<file path="config.mk">
export PLATFORM = sky130hd
export DESIGN_NAME = frame_tracker
export DESIGN_NICKNAME = d
export VERILOG_FILES = /design/src/rtl/frame_pkg.sv /design/src/rtl/keep_popcount.sv /design/src/rtl/frame_tracker.sv
export SDC_FILE = /design/constraint.sdc
export NUM_CORES = 1
export LEC_CHECK = 0
export CORE_MARGIN = 5
export CORE_UTILIZATION = 48
export DETAILED_ROUTE_END_ITERATION = 8
export PLACE_DENSITY = 0.76
export SLEW_MARGIN = 20
export SYNTH_ARGS = -nofsm -noshare
export SYNTH_HDL_FRONTEND = slang
export SYNTH_HIERARCHICAL = 1
export SYNTH_SLANG_ARGS = --single-unit
</file>
<file path="constraint.sdc">
create_clock -name clk -period 5.1 [get_ports clk]
set_input_delay 1.02 -clock clk [delete_from_list [all_inputs] [get_ports clk]]
set_output_delay 1.02 -clock clk [all_outputs]
set_load 0.05 [all_outputs]
</file>
<file path="src/rtl/frame_pkg.sv">
// Shared types and helpers for the AXI-Stream frame tracking path.
package frame_pkg;

  typedef enum logic [1:0] {FT_IDLE, FT_HEADER, FT_PAYLOAD, FT_DROP} ft_state_e;

  localparam int unsigned ETH_MIN_LEN = 60;
  localparam int unsigned ETH_MAX_LEN = 1514;
  localparam int unsigned HDR_IDX_W   = 4;

  // Counts set bits of a byte-enable vector; callers zero-extend narrower keeps.
  function automatic int unsigned popcount(input logic [63:0] v);
    int unsigned c;
    c = 0;
    for (int i = 0; i < 64; i++) c += 32'(v[i]);
    return c;
  endfunction

endpackage

</file>
<file path="src/rtl/keep_popcount.sv">
// Combinational tkeep -> byte count; also used by the header extractor.
module keep_popcount
  import frame_pkg::*;
#(
  parameter int unsigned DATA_BYTES = 8,
  parameter int unsigned CNT_W      = $clog2(DATA_BYTES + 1)
) (
  input  logic [DATA_BYTES-1:0] tkeep,
  output logic [CNT_W-1:0]      n_bytes_c
);

  assign n_bytes_c = CNT_W'(popcount(64'(tkeep)));

endmodule

</file>
<file path="src/rtl/frame_tracker.sv">
// Beat-level Ethernet frame tracker: header counting, length accumulation,
// runt detection and truncation of oversize frames.
module frame_tracker
  import frame_pkg::*;
#(
  parameter int unsigned DATA_BYTES = 8,
  parameter int unsigned HDR_BEATS  = 2,
  parameter int unsigned MIN_LEN    = ETH_MIN_LEN,
  parameter int unsigned MAX_LEN    = ETH_MAX_LEN,
  parameter int unsigned LEN_W      = $clog2(MAX_LEN + DATA_BYTES + 1)
) (
  input  logic                  clk,
  input  logic                  rst,
  input  logic                  beat_accept,
  input  logic                  tlast,
  input  logic [DATA_BYTES-1:0] tkeep,
  output logic                  frame_start,
  output logic                  frame_end,
  output logic                  in_header,
  output logic                  in_payload,
  output logic                  in_drop,
  output logic [HDR_IDX_W-1:0]  hdr_idx,
  output logic [LEN_W-1:0]      frame_len,
  output logic                  err_runt,
  output logic                  err_oversize
);

  localparam int unsigned CNT_W = $clog2(DATA_BYTES + 1);

  ft_state_e              state, state_d;
  logic [LEN_W-1:0]       byte_cnt, byte_cnt_d;
  logic [HDR_IDX_W-1:0]   hdr_idx_d;
  logic [LEN_W-1:0]       frame_len_d;
  logic                   start_d, end_d, runt_d, over_d;
  logic                   in_header_d, in_payload_d, in_drop_d;
  logic [CNT_W-1:0]       n_bytes_c;
  logic [LEN_W:0]         acc_wide;
  logic [LEN_W-1:0]       acc;

  keep_popcount #(.DATA_BYTES(DATA_BYTES), .CNT_W(CNT_W)) u_keep_popcount (
    .tkeep     (tkeep),
    .n_bytes_c (n_bytes_c)
  );

  // One guard bit so the running count pins at all-ones instead of wrapping.
  assign acc_wide = (LEN_W+1)'(byte_cnt) + (LEN_W+1)'(n_bytes_c);
  assign acc      = acc_wide[LEN_W] ? {LEN_W{1'b1}} : acc_wide[LEN_W-1:0];

  always_ff @(posedge clk) begin
    if (rst) begin
      state        <= FT_IDLE;
      byte_cnt     <= '0;
      hdr_idx      <= '0;
      frame_len    <= '0;
      frame_start  <= 1'b0;
      frame_end    <= 1'b0;
      err_runt     <= 1'b0;
      err_oversize <= 1'b0;
      in_header    <= 1'b0;
      in_payload   <= 1'b0;
      in_drop      <= 1'b0;
    end else begin
      state        <= state_d;
      byte_cnt     <= byte_cnt_d;
      hdr_idx      <= hdr_idx_d;
      frame_len    <= frame_len_d;
      frame_start  <= start_d;
      frame_end    <= end_d;
      err_runt     <= runt_d;
      err_oversize <= over_d;
      in_header    <= in_header_d;
      in_payload   <= in_payload_d;
      in_drop      <= in_drop_d;
    end
  end

  // Next state, counters and frame-end status.
  always_comb begin
    state_d     = state;
    byte_cnt_d  = byte_cnt;
    hdr_idx_d   = hdr_idx;
    frame_len_d = frame_len;
    start_d     = 1'b0;
    end_d       = 1'b0;
    runt_d      = 1'b0;
    over_d      = 1'b0;
    if (beat_accept) begin
      unique case (state)
        FT_IDLE: begin
          start_d    = 1'b1;
          byte_cnt_d = LEN_W'(n_bytes_c);
          if (tlast) begin
            end_d       = 1'b1;
            frame_len_d = LEN_W'(n_bytes_c);
            runt_d      = 32'(n_bytes_c) < MIN_LEN;
            over_d      = 32'(n_bytes_c) > MAX_LEN;
          end else if (HDR_BEATS == 1) begin
            state_d = FT_PAYLOAD;
          end else begin
            state_d   = FT_HEADER;
            hdr_idx_d = HDR_IDX_W'(1);
          end
        end
        FT_HEADER: begin
          byte_cnt_d = acc;
          if (tlast) begin
            state_d     = FT_IDLE;
            hdr_idx_d   = '0;
            end_d       = 1'b1;
            frame_len_d = acc;
            runt_d      = 1'b1;
          end else if (hdr_idx == HDR_IDX_W'(HDR_BEATS - 1)) begin
            state_d   = FT_PAYLOAD;
            hdr_idx_d = '0;
          end else begin
            hdr_idx_d = HDR_IDX_W'(hdr_idx + HDR_IDX_W'(1));
          end
        end
        FT_PAYLOAD: begin
          byte_cnt_d = acc;
          if (tlast) begin
            state_d     = FT_IDLE;
            end_d       = 1'b1;
            frame_len_d = acc;
            runt_d      = 32'(acc) < MIN_LEN;
            over_d      = 32'(acc) > MAX_LEN;
          end else if (32'(acc) > MAX_LEN) begin
            state_d = FT_DROP;
          end
        end
        FT_DROP: begin
          byte_cnt_d = acc;
          if (tlast) begin
            state_d     = FT_IDLE;
            end_d       = 1'b1;
            frame_len_d = acc;
            over_d      = 1'b1;
          end
        end
      endcase
    end
  end

  // Moore status flags, registered from the next state.
  always_comb begin
    in_header_d  = 1'b0;
    in_payload_d = 1'b0;
    in_drop_d    = 1'b0;
    unique case (state_d)
      FT_HEADER:  in_header_d  = 1'b1;
      FT_PAYLOAD: in_payload_d = 1'b1;
      FT_DROP:    in_drop_d    = 1'b1;
      default:    ;
    endcase
  end

endmodule
</file>
==> run_results.csv, run 1 <==
group,metric,value,unit
timing,tightest_slew,799,ps
placed_design,dpl.hpwl,3870,um
timing,setup_slack,180,ps
synth,ys_types,52,
final_layout,nets,337,
die,fp-row-count,24,
pwr,leakage,1.10,nW
grt,grt_pass1_wl,9250,um
cts,clkSlewWorstSetupHoldPaths,70,ps
detailed_routing,route.met3.wl,221,um
worst_setup_path,worstSetupEndpointType,"flop",
final_layout,area_growth,32.1,%
detailed_routing,vias,2001,
timing,fin_setup_tns,0,ps
synth,synth-edff-count,0,
final_layout,n_antenna_cell,0,
synth,ys.flop_type,"dfxtp_1",
detailed_routing,wl_met1,2570,um
timing,setup_viol,0,
detailed_routing,drt_iter0_drc,121,
cts,numCtsBuffers,5,
worst_setup_path,path_max_fanout,3,
detailed_routing,avgRoutedWirePerCell,14.8,um
synth,synth_commonest_cells,"dfxtp_1 (35), a21oi_1 (31), nand2_1 (31)",
detailed_routing,ant_nets,0,
worst_setup_path,cp_num_cells,17,
worst_setup_path,path_delay_family,"adder cells",
die,start_util,0.494,
cts,cts-root-buf,"clkbuf_8",
synth,synth-async-reset-ratio,0,
die,chipWidth,76.7,um
timing,slew_violations,0,
grt,grt_max_degree,33,
grt,grt_pass1_vias,1995,
detailed_routing,dr_wl_met2,2530,um
synth,yosys_warnings,6,
cts,clk_latency,290,ps
timing,hold_slack,455,ps
placed_design,place_worst_setup_slack,-611,ps
worst_setup_path,path_cells,"clkbuf_2 > inv_2 > fa_1 > fa_1 > fa_1 > inv_1 > ha_2 > inv_2 > fa_2 > inv_4 > fa_2 > and3_4 > o221a_4 > a211oi_2 > o221ai_2 > a221o_1 > and2_1",
cts,htree_num_levels,2,
timing,timing.final.crit_share,0.965,
grt,track_usage,0.186,
die,die_area,5890,um^2
worst_setup_path,cp-start-kind,"input pin",
synth,yosysMostFrequentCell,"dfxtp_1",
worst_setup_path,arrival,5110,ps
cts,cts_sinks,35,
worst_setup_path,cp_slowest_cell,"fa_2",
cts,hold_buffers,0,
timing,rsz0062_at_grt,"false",
grt,antenna_found_initial,0,
min_path,whs_path_depth,2,
detailed_routing,topRoutingLayerUsed,"met4",
detailed_routing,wl,5370,um
synth,synthesis.area,2140,um^2
detailed_routing,drc,0,
worst_setup_path,slowest_delay,550,ps
placed_design,port_buffers,33,
synth,syn_nets,293,
synth,synth.avg_cell_area,8.00,um^2
grt,overflow,0,
timing,final.min_clock_period,4920,ps
die,core,4320,um^2
final_layout,nFillCells,387,
synth,netlist_instances,267,
synth,seq_area_frac_synth,0.328,
die,die_h,76.7,um
synth,yosysTopAreaCellShare,0.328,
pwr,worst_ir_drop_vdd,0.000251,V
timing,hold_viol,0,
detailed_routing,avgViaCountPerCell,5.50,
worst_setup_path,reg2reg_depth,8,
synth,ys_seq_elements,35,
die,ios,34,
worst_setup_path,crit_type,"input pin to flop",
worst_setup_path,critPathRequiredTime,5290,ps
flow_run,drv_cap,0,
timing,slew_headroom,0.466,
placed_design,gp_congestion,0.926,
worst_setup_path,crit_top_cell,"fa_1",
final_layout,drive_gt1_frac,0.189,
run_status,run_status,"finished, final reports clean",
timing,fmaxAchievable,203,MHz
min_path,hp-class,"flop to flop",
detailed_routing,firstDrtPassIters,4,
cts,clockBufferDepth,2,
synth,synth_area_leader_cell,"dfxtp_1",
timing,fin_skew,5.76,ps
cts,cts_tree,"built",
synth,ys_top_cells_by_area,"dfxtp_1 (33%), a21oi_1 (7.3%), nand2_1 (5.4%), ha_1 (5.3%), fa_1 (4.7%)",
pwr,power,0.000904,W
worst_setup_path,worst-path-buf-inv,5,
pwr,power_density,320,nW/um^2
repair_timing:
action,in CTS,in global routing
endpoints found under the setup margin,11,11
pin swaps,16,11
gates resized for setup,19,15
setup buffers,2,1
worst paths after layout:
check                            startpoint  slack [ps]                        end
setup / recovery                   tkeep[0]         180      in_payload$_SDFF_PP0_
hold / removal    frame_len[7]$_SDFFE_PP0P_         450  frame_len[7]$_SDFFE_PP0P_
setup reg to reg   byte_cnt[0]$_SDFFE_PP0P_        2760      in_payload$_SDFF_PP0_
hold reg to reg   frame_len[7]$_SDFFE_PP0P_         450  frame_len[7]$_SDFFE_PP0P_
metrics by stage:
step	util	cells	cell area, um^2
2_1_floorplan	-	267	2140
3_3_place_gp	0.594	353	2570
3_5_place_dp	0.594	353	2570
4_1_cts	0.642	363	2780
5_1_grt	0.653	364	2820
6_report	0.653	364	2820
state kept, by name, summed over array words and instances, names as in the netlist:
signal / count
err_runt: 1
in_drop: 1
frame_end: 1
frame_len: 11
byte_cnt: 11
in_payload: 1
in_header: 1
err_oversize: 1
hdr_idx: 4
state: 2
frame_start: 1
layout by cell type, fill, tap and decap left out, types with 6 or more instances in the layout:
cell type	count
mux2i_1	9
buf_4	14
dfxtp_1	35
a21oi_1	29
nand3_1	14
clkdlybuf4s50_1	30
nand2_1	31
inv_1	17
nor2_1	26
ha_1	6
worst reg2reg max path: stages, from the launching register on:
cell      delay, ps
dfxtp_1         330
ha_1            240
fa_2            370
and3_4          170
o221a_4         280
a211oi_2        190
o221ai_2        140
a221o_1         370
and2_1          160
power by group:
group | total [W] | switching [W] | internal, W | leakage (nW)
Sequential | 0.000298 | 0.0000123 | 0.000286 | 0.284
Combinational | 0.000357 | 0.000188 | 0.000169 | 0.759
Clock | 0.000249 | 0.000104 | 0.000145 | 0.0581
logic make-up (layout without fill, tap and decap cells):
family | Yosys count | count (layout) | share of synthesized area
buffers and inverters | 33 | 78 | 0.0656
flip-flops | 35 | 35 | 0.328
multiplexers | 10 | 10 | 0.0474
XOR/XNOR | 3 | 3 | 0.0123
AO/OA/AOI/OAI | 59 | 59 | 0.186
AND/OR/NAND/NOR | 113 | 113 | 0.262
adder cells (fa/ha/maj) | 14 | 14 | 0.0995
layout make-up:
| class | count | area, um^2 | area share |
|---|---|---|---|
| Multi-Input combinational cell | 199 | 1410 | 0.500 |
| Timing Repair Buffer | 49 | 452 | 0.160 |
| Tap cell | 52 | 65.1 | 0.0230 |
| Sequential cell | 35 | 701 | 0.248 |
| Clock inverter | 3 | 43.8 | 0.0155 |
| Inverter | 21 | 81.3 | 0.0288 |
| Clock buffer | 5 | 68.8 | 0.0244 |
layer usage:
metal	vias up	global-route usage
met5	-	0
met4	0	0.0507
met3	4	0.0351
met2	44	0.302
met1	942	0.252
li1	1011	-
Power figures use the tool's default switching activity.
==> run 2, diff against run 1 <==
- PLACE_DENSITY: 0.76 -> 0.74
==> run 2 against run 1 <==
Maximum frequency fell by 0.73%; clock-buffer cell count did not move; core utilization fell by 0.41 points; combinational power fell by 5.6%; clock skew rose by 2.2 ps; wire length fell by 2.5%; sequential power barely moved; die area did not move; design area fell by 0.62%; via count rose by 0.45%; global-route usage rose by 0.17 points; clock power fell by 20%; largest cell class unchanged.
==> run_results.csv, run 2 (synthesis results as in run 1) <==
group,metric,value,unit
run_status,run_status,"finished, final reports clean",
worst_setup_path,arrival,5140,ps
timing,final.min_clock_period,4960,ps
detailed_routing,vias,2010,
die,chipWidth,76.7,um
min_path,whs_path_depth,2,
final_layout,multi_input_area,1410,um^2
timing,hold_slack,455,ps
grt,grt_pass1_vias,1955,
worst_setup_path,crit_start,"tkeep[0]",
final_layout,nFillCells,375,
die,die_h,76.7,um
pwr,p_int,0.000537,W
detailed_routing,drt_iter0_drc,146,
worst_setup_path,critPathRequiredTime,5280,ps
detailed_routing,firstDrtPassIters,4,
pwr,combPwrFrac,0.404,
cts,cts_tree,"built",
grt,overflow,0,
worst_setup_path,worstSetupEndpointType,"flop",
worst_setup_path,crit_type,"input pin to flop",
grt,antenna_found_initial,0,
detailed_routing,avgViaCountPerCell,5.48,
detailed_routing,wl,5240,um
pwr,leakage,1.09,nW
timing,slew_headroom,0.561,
placed_design,gp_congestion,0.897,
pwr,power_switching,0.000297,W
cts,clockBufferDepth,2,
cts,cts_sinks,35,
die,ios,34,
die,fp-row-count,24,
final_layout,nets,340,
timing,setup_viol,0,
final_layout,n_antenna_cell,0,
worst_setup_path,path_max_fanout,3,
cts,clk_latency,290,ps
timing,setup_slack,144,ps
timing,slew_violations,0,
min_path,hp-class,"flop to flop",
timing,fin_skew,7.99,ps
pwr,p_seq_frac,0.358,
min_path,hold_path.startpoint,"frame_len[1]$_SDFFE_PP0P_",
pwr,worst_ir_drop_vdd,0.000208,V
grt,track_usage,0.188,
worst_setup_path,cp-start-kind,"input pin",
final_layout,layout_common_cells,"dfxtp_1 (35), nand2_1 (31), clkdlybuf4s50_1 (30)",
worst_setup_path,reg2reg_depth,8,
final_layout,regArea,701,um^2
final_layout,final_common_cell,"dfxtp_1",
pwr,power_frac_clock,0.238,
detailed_routing,avgRoutedWirePerCell,14.3,um
final_layout,area_growth,31.3,%
placed_design,port_buffers,33,
grt,grt_max_degree,33,
pwr,swShare,0.356,
flow_run,drv_cap,0,
grt,grt_pass1_wl,9200,um
detailed_routing,drc,0,
timing,hold_viol,0,
pwr,power_density,297,nW/um^2
die,die_area,5890,um^2
placed_design,dpl.hpwl,3860,um
final_layout,reg_top3,"byte_cnt (11), frame_len (11), hdr_idx (4)",
cts,cts-root-buf,"clkbuf_8",
cts,numCtsBuffers,5,
die,core,4320,um^2
timing,tightest_slew,656,ps
cts,htree_num_levels,2,
worst_setup_path,rr_startpoint,"byte_cnt[0]$_SDFFE_PP0P_",
placed_design,place_worst_setup_slack,-615,ps
cts,clkSlewWorstSetupHoldPaths,70,ps
timing,timing.final.crit_share,0.972,
timing,fmaxAchievable,202,MHz
final_layout,drive_gt1_frac,0.194,
detailed_routing,ant_nets,0,
die,start_util,0.494,
run 2: worst paths after layout:
kind | slack, ps | end
min | 460 | frame_len[1]$_SDFFE_PP0P_
min reg2reg | 460 | frame_len[1]$_SDFFE_PP0P_
max reg2reg | 2740 | in_payload$_SDFF_PP0_
max | 140 | in_payload$_SDFF_PP0_
run 2: repair_timing:
item | in CTS | in global routing
gates resized for setup | 16 | 17
pin swaps | 14 | 13
setup buffers | 2 | 1
endpoints found under the setup margin | 12 | 11
hold buffers | 0 | 0
run 2: critical path, cell delays in order:
cell and delay [ps]:
clkbuf_2 90, inv_2 30, fa_1 550, fa_1 430, fa_1 440, inv_1 70
ha_2 180, inv_2 40, fa_2 550, inv_4 50, fa_2 370, and3_4 170
o221a_4 290, a211oi_4 190, o221ai_2 140, a221o_1 370, and2_1 160
run 2: layout make-up:
cell class | instances | area share
multi-input combinational | 199 | 0.502
sequential | 35 | 0.250
timing repair buffer | 52 | 0.165
inverter | 21 | 0.0290
clock buffer | 5 | 0.0245
tap | 52 | 0.0232
clock inverter | 3 | 0.00714
run 2: layer usage:
metal / GRT usage / wire [um] / vias up
li1: - / - / 1017
met2: 0.276 / 2460 / 62
met4: 0.0612 / 52 / 0
met1: 0.264 / 2410 / 925
met5: 0 / 0 / -
met3: 0.0527 / 314 / 6
run 2: power by group through the flow:
stage	sequential, W	combinational (W)	clock [W]
floorplan	0.000320	0.000167	0
global placement	0.000302	0.000273	0
detailed placement	0.000303	0.000279	0
CTS	0.000299	0.000310	0.000204
global route	0.000300	0.000376	0.000222
finish	0.000299	0.000337	0.000199
run 2: through the flow:
| stage | cell area, um^2 | cells | utilization | total power, W | setup TNS [ps] |
|---|---|---|---|---|---|
| 6_report | 2810 | 367 | 0.649 | 0.000834 | 0 |
| 5_1_grt | 2810 | 367 | 0.649 | 0.000898 | -1.95 |
| 4_1_cts | 2760 | 366 | 0.637 | 0.000812 | 0 |
| 3_5_place_dp | 2590 | 356 | 0.599 | 0.000582 | -8590 |
| 3_3_place_gp | 2590 | 356 | 0.599 | 0.000575 | -6050 |
| 2_1_floorplan | 2140 | 267 | - | 0.000487 | 0 |
